`src/rtl/tmp101_scan_scheduler.sv`:
```
// Round-robin scan scheduler for up to eight TMP101 sensors that share one I2C read unit.
// Keeps the latest reading, a valid bit and a sticky timeout flag for each sensor.
module tmp101_scan_scheduler #(
  parameter logic [19:0] PollInterval  = 20'd750000,
  parameter logic [23:0] TimeoutCycles = 24'd1500000
) (
  input  logic       clock,
  input  logic       Reset,
  input  logic       Enable,
  input  logic [7:0] SensorMask,
  input  logic       ReadDone,
  input  logic [7:0] ReadData,
  output logic       ReadStart,
  output logic [2:0] ChipSelect,
  input  logic [2:0] SelIndex,
  output logic [7:0] SelTemp,
  output logic       SelValid,
  output logic [7:0] TimeoutFlags,
  output logic       ScanDone,
  output logic       Busy
);

  typedef enum logic [2:0] {
    ST_IDLE,
    ST_SELECT,
    ST_ISSUE,
    ST_WAIT,
    ST_NEXT,
    ST_INTERVAL
  } state_t;

  state_t      state;
  state_t      state_next;
  logic [2:0]  last;
  logic [19:0] interval_count;
  logic [23:0] timeout_count;
  logic        seen_low;
  logic [7:0]  result [8];
  logic [7:0]  valid;

  logic        pick_found;
  logic [2:0]  pick_idx;
  logic        more_above;
  logic        read_complete;
  logic        read_timeout;
  logic        interval_over;

  // Nearest enabled sensor after `from`, wrapping; distance 8 lands back on `from` itself.
  function automatic logic [3:0] pick_next(input logic [7:0] mask, input logic [2:0] from);
    logic [3:0] found;
    logic [2:0] cand;
    found = 4'd0;
    for (int d = 8; d >= 1; d--) begin
      cand = from + 3'(d);
      if (mask[cand]) found = {1'b1, cand};
    end
    return found;
  endfunction

  assign {pick_found, pick_idx} = pick_next(SensorMask, last);
  assign more_above    = |(SensorMask >> ({1'b0, last} + 4'd1));
  // DONE must be seen low after the start before a high counts, so an idle-high unit is not mistaken for done.
  assign read_complete = seen_low && ReadDone;
  assign read_timeout  = (timeout_count == TimeoutCycles - 24'd1);
  assign interval_over = (interval_count == PollInterval - 20'd1);

  assign ReadStart = (state == ST_ISSUE);
  assign Busy      = (state != ST_IDLE);
  assign SelTemp   = result[SelIndex];
  assign SelValid  = valid[SelIndex];

  always_comb begin
    // NOTE: defaults first, so every path assigns every output of this block and no latch is inferred.
    state_next = state;
    ScanDone   = 1'b0;
    case (state)
      ST_IDLE:     if (Enable && (SensorMask != 8'h00)) state_next = ST_SELECT;
      ST_SELECT:   state_next = pick_found ? ST_ISSUE : ST_IDLE;
      ST_ISSUE:    state_next = ST_WAIT;
      ST_WAIT:     if (read_complete || read_timeout) state_next = ST_NEXT;
      ST_NEXT: begin
        if (!Enable) begin
          state_next = ST_IDLE;
        end else if (!more_above) begin
          ScanDone   = 1'b1;
          state_next = ST_INTERVAL;
        end else begin
          state_next = ST_SELECT;
        end
      end
      ST_INTERVAL: begin
        if (!Enable)            state_next = ST_IDLE;
        else if (interval_over) state_next = ST_SELECT;
      end
      default:     state_next = ST_IDLE;
    endcase
  end

  // NOTE: sequential state uses non-blocking assignments so every flop samples pre-edge values.
  always_ff @(posedge clock) begin
    if (Reset) begin
      state          <= ST_IDLE;
      last           <= 3'd7;
      ChipSelect     <= 3'd0;
      interval_count <= 20'd0;
      timeout_count  <= 24'd0;
      seen_low       <= 1'b0;
      valid          <= 8'h00;
      TimeoutFlags   <= 8'h00;
      // NOTE: the result file is reset because cleared readings are visible on SelTemp, so it is built from flops, not RAM.
      for (int i = 0; i < 8; i++) result[i] <= 8'h00;
    end else begin
      state <= state_next;
      case (state)
        ST_SELECT: begin
          if (pick_found) begin
            ChipSelect <= pick_idx;
            last       <= pick_idx;
          end
        end
        ST_ISSUE: begin
          timeout_count <= 24'd0;
          seen_low      <= 1'b0;
        end
        ST_WAIT: begin
          timeout_count <= timeout_count + 24'd1;
          if (!ReadDone) seen_low <= 1'b1;
          if (read_complete) begin
            result[ChipSelect]       <= ReadData;
            valid[ChipSelect]        <= 1'b1;
            TimeoutFlags[ChipSelect] <= 1'b0;
          end else if (read_timeout) begin
            valid[ChipSelect]        <= 1'b0;
            TimeoutFlags[ChipSelect] <= 1'b1;
          end
        end
        ST_NEXT:     interval_count <= 20'd0;
        ST_INTERVAL: interval_count <= interval_count + 20'd1;
        default: ;
      endcase
    end
  end

endmodule

```
`config.mk`:
```
export PLATFORM = sky130hd
export DESIGN_NAME = tmp101_scan_scheduler
export DESIGN_NICKNAME = d
export VERILOG_FILES = /design/src/rtl/tmp101_scan_scheduler.sv
export SDC_FILE = /design/constraint.sdc
export NUM_CORES = 1
export LEC_CHECK = 0
export BUFFER_PORTS_ARGS = -buffer_cell sky130_fd_sc_hd__buf_2
export CAP_MARGIN = 5
export CORE_AREA = 5 5 123 125
export DETAILED_ROUTE_END_ITERATION = 12
export DIE_AREA = 0 0 128 130
export GPL_TIMING_DRIVEN = 0
export PLACE_DENSITY = 0.73
export SLEW_MARGIN = 15
export SYNTH_ARGS = -nofsm -noshare
export SYNTH_HDL_FRONTEND = slang
export SYNTH_SLANG_ARGS = --single-unit
```
`constraint.sdc`:
```
create_clock -name clock -period 5.7 [get_ports clock]
set_input_delay 1.71 -clock clock [delete_from_list [all_inputs] [get_ports clock]]
set_output_delay 1.71 -clock clock [all_outputs]
set_load 0.02 [all_outputs]
```
# After elaboration in Yosys (flattened, before gate mapping)
# Memory sizes are Yosys's and may differ from the RTL's.
# Index checks and enable logic that the tools add are counted.
# totals
reg_bits,70
wordCells,119
n_memories,1
in_bits,23
rom_bits,0
latch_bits,0
ramBits,64
# mem_list
memory,depth,width,read_ports,rd_ports_with_merged_regs,write_ports,line,text
result,8,8,1,0,8,38,logic [7:0] result [8];
# op_classes
multipliers,0
shift,1
n_bitwise,5
n_reduce_logical,16
n_mux,56
addsub,10
eq_ne,11
div_mod_pow,0
n_lt_le_gt_ge,11
# ops
operator,count
case mux 24 bit (2 select lines),1
less-than comparator 3 x 4 -> 1 bit (second input constant),10
two-way mux 8 bit,5
case mux 20 bit (2 select lines),1
two-way mux 4 bit,8
binary-select mux 1 bit (select 3 bit),9
adder 24 x 1 -> 24 bit (second input constant),1
== test 24 x 21 -> 1 bit (second input constant),1
two-way mux 1 bit,21
two-way mux 3 bit,7
adder 20 x 1 -> 20 bit (second input constant),1
== test 20 bit (second input constant),1
case mux 3 bit (6 select lines),1
bitwise AND 8 bit,2
OR 8 bit,2
OR reduction 8 bit,2
adder 3 bit (second input constant),4
NOT 8 bit,1
nonzero test 8 bit,1
>> shifter 8 x 4 -> 8 bit,1
adder 3 x 2 -> 3 bit (second input constant),2
== test 3 x 2 -> 1 bit (second input constant),2
== test 3 bit (second input constant),2
inequality test 2 bit (second input constant),3
other kinds (15),21

# Depth between registers and ports, before layout
# logic_depth
depth_word,12
depth_mapped,12
mapped_depth_nobuf,9

# Least setup slack after synthesis
# No wires, ideal clock.
# synth_timing
kind,input to output
startpoint,in SelIndex[0]
endpoint,out SelTemp[0]
stages,4
path_slack_ns,0.612
arrival_time_ns,3.378
required_time_ns,3.990
cell_sequence,clkbuf_1 -> buf_2 -> mux4_2 -> mux2_2
# synth_via
elab_chain_len,1
# synth_rtl
element,line,text
from (decl),15,"input logic [2:0] SelIndex,"
memory (8 x 8 bit),n/a,
to (decl),16,"output logic [7:0] SelTemp,"
# Every way passes these cells.

# Worst setup path in the final report
# layout_timing
startpoint,in SelIndex[0]
endpoint,out SelTemp[5]
# The elaborated chain is that of the path after synthesis.

==> flow_summary.json <==
{
  "outcome": "complete, no violations",
  "final-setup-viol-count": 0,
  "post_drt_via_cell_ratio": 5.982,
  "synth.yosys.seq_area_share_pct": 47.10,
  "slew_headroom_pct": 34.80,
  "area_growth_syn_to_layout_pct": 14.98,
  "cts.repair.resized": 0,
  "initial_utilization_pct": 51.23,
  "number_of_buffers_created_by_cts": 17,
  "num-nets-final": 770,
  "vias_in_the_first_global_route": 5715,
  "ctsLongestPathBuffers": 2,
  "net-switching-power_mw": 0.7269,
  "grt_remaining_overflow": 0,
  "antenna_left": 0,
  "highest_fanout_seen_on_the_critical_path": 10,
  "synth_top_area_share_pct": 27.24,
  "switching_share_of_total_power_pct": 27.03,
  "portBuffers": 40,
  "power.combinational.fraction_pct": 19.8,
  "synth_enable_flop_cells": 64,
  "max_rail_drop_vdd_uv": 223.2,
  "design.portCount": 46,
  "post-cts-setup-buffers": 0,
  "slew_at_the_pin_with_the_worst_max_slew_slack_ns": 0.9722,
  "routed_wl_um": 17230,
  "tritoncts_num_sinks": 134,
  "synth.cells.most_frequent": "sky130_fd_sc_hd__and2_1 (70), sky130_fd_sc_hd__dfxtp_1 (70), sky130_fd_sc_hd__nor2_1 (70)",
  "synth_area_per_cell_um2": 10.33,
  "h_tree_depth": 4,
  "post_synth_instance_area_mm2": 0.007056,
  "leakage_nw": 2.986,
  "clock.fmax_mhz": 181.9,
  "rsz0062_at_grt": "no",
  "clk_pin_slew_ns": 0.05,
  "place_inst": 904,
  "placement_rows": 43,
  "ys_seq_elements": 134,
  "synthDistinctLibCells": 68,
  "synth-async-reset-ratio_pct": 0,
  "post-route-drc-count": 0,
  "post_layout_nonfiller_instances": 936,
  "hold-worst-slack_ns": 0.4740,
  "die_w_um": 128,
  "hold_path_class": "reg -> reg",
  "synth.yosys.warnings": 0,
  "post_detailed_placement_half_perimeter_wirelength_um": 12260,
  "finalWeightedCongestion": 0.9120,
  "core_area_mm2": 0.01377,
  "dr.first_iter.drc_count": 513,
  "synthFlopType": "sky130_fd_sc_hd__dfxtp_1",
  "netlist_top_cells_area": "sky130_fd_sc_hd__edfxtp_1 (27%), sky130_fd_sc_hd__dfxtp_1 (20%), sky130_fd_sc_hd__mux4_2 (8.9%)",
  "first_pass_grt_wire_length_um": 28040,
  "finalWorstPathRequiredPeriod_ns": 5.497,
  "hold_viol_final": 0,
  "drv_cap": 0,
  "worst_skew_pair.late_latency_ns": 0.42,
  "grt_max_degree": 17,
  "setup.worst_path.class": "in -> out",
  "fp.dieArea_mm2": 0.01664,
  "insertedDiodeCount": 0,
  "track_usage_pct": 21.53,
  "power.internal_mw": 1.962,
  "power.share.clock_pct": 41.0,
  "arrival_worst_endpoint_ns": 3.79,
  "endpoint_kind": "primary output",
  "holdBufCountCts": 0,
  "power_density_mw_per_mm2": 331.5,
  "p_seq_share_pct": 39.2,
  "final_core_util_pct": 58.90,
  "layout-drive-gt1-share_pct": 17.99,
  "synth_nets": 710,
  "initial_antenna_violation_count": 0,
  "die_h_um": 130,
  "fin_tns_setup_ns": 0,
  "final_cycle_utilization_of_the_critical_path_pct": 96.44,
  "worst-endpoint-required_ns": 3.99,
  "root_buffer": "sky130_fd_sc_hd__clkbuf_16",
  "final-max-slew-violation-count": 0,
  "dr.pass1.iters": 5,
  "cts_tree": "yes",
  "wl_per_cell_um": 18.40,
  "fin_skew_ns": 0.007444,
  "dr_total_vias": 5599,
  "startpoint_type": "primary input",
  "sum_of_internal_switching_and_leakage_power_mw": 2.689,
  "synth_cells": 683,
  "library_cell_occupying_the_most_area_in_the_post_synthesis_netlist": "sky130_fd_sc_hd__edfxtp_1"
}
power by group through the flow:
stage / combinational (mW) / clock (mW) / sequential (mW)
2_1_floorplan: 0.387 / 0 / 1.07
3_3_place_gp: 0.495 / 0 / 1.07
3_5_place_dp: 0.519 / 0 / 1.07
4_1_cts: 0.523 / 1.12 / 1.05
5_1_grt: 0.570 / 1.17 / 1.06
6_report: 0.531 / 1.10 / 1.05
final timing paths:
check	from	endpoint	slack [ns]	depth (start not counted)
hold reg to reg	flop	flop	0.47	2
setup reg to reg	last[0]	last[1]	2.10	11
setup / recovery	SelIndex[0]	SelTemp[5]	0.20	5
hold / removal	flop	flop	0.47	2
stage by stage:
stage	setup WS (ns)	instance area, um2
3_3_place_gp	0.2083	7481
2_1_floorplan	0.6122	7056
4_1_cts	0.1384	8113
6_report	0.2028	8113
5_1_grt	0.01619	8113
3_5_place_dp	0.1365	7518
cells in the final DEF, fill, tap and decap left out, drive strengths merged, types with 8 or more instances in the layout:
| cell type | n |
|---|---|
| inv | 23 |
| o211ai | 11 |
| mux2 | 18 |
| nand2 | 47 |
| edfxtp | 64 |
| mux2i | 12 |
| and2 | 70 |
| mux4 | 28 |
| nor3 | 12 |
| clkinv | 9 |
| buf | 53 |
| nand4 | 8 |
| dfxtp | 70 |
| o21ai | 15 |
| a21oi | 35 |
| and3 | 11 |
| clkbuf | 42 |
| nor2 | 70 |
| nand3 | 36 |
critical path, stage by stage:
cell and delay [ns]:
sky130_fd_sc_hd__clkbuf_1 0.53, sky130_fd_sc_hd__buf_2 0.49, sky130_fd_sc_hd__mux4_2 0.59, sky130_fd_sc_hd__mux2_2 0.29
sky130_fd_sc_hd__buf_2 0.16
layer usage:
layer / part of all wire, % / vias up / GRT usage (%)
met5: 0 / - / 0
met4: 2.7 / 0 / 9.114
met3: 4.5 / 34 / 4.585
met2: 54 / 176 / 40.48
met1: 39 / 2739 / 23.41
li1: - / 2650 / -
area by class of cell:
class,count,area (um2)
inverter,23,86.33
fill,1236,5660
clock buffer,19,432.9
buffer,35,150.1
clock inverter,13,161.4
timing repair buffer,41,207.7
multi-input combinational,491,3526
tap,180,225.2
sequential,134,3323
cells by family after synthesis:
group           count (synthesis)  share of synthesized area [%]
simple gates                  294                          21.55
flops                         134                          47.10
compound gates                122                          12.11
buf+inv                        58                          3.352
mux                            58                          13.57
xor+xnor                       13                          1.614
fa+ha+maj                       4                         0.7094
No activity file was read; power rests on OpenSTA's default activity.
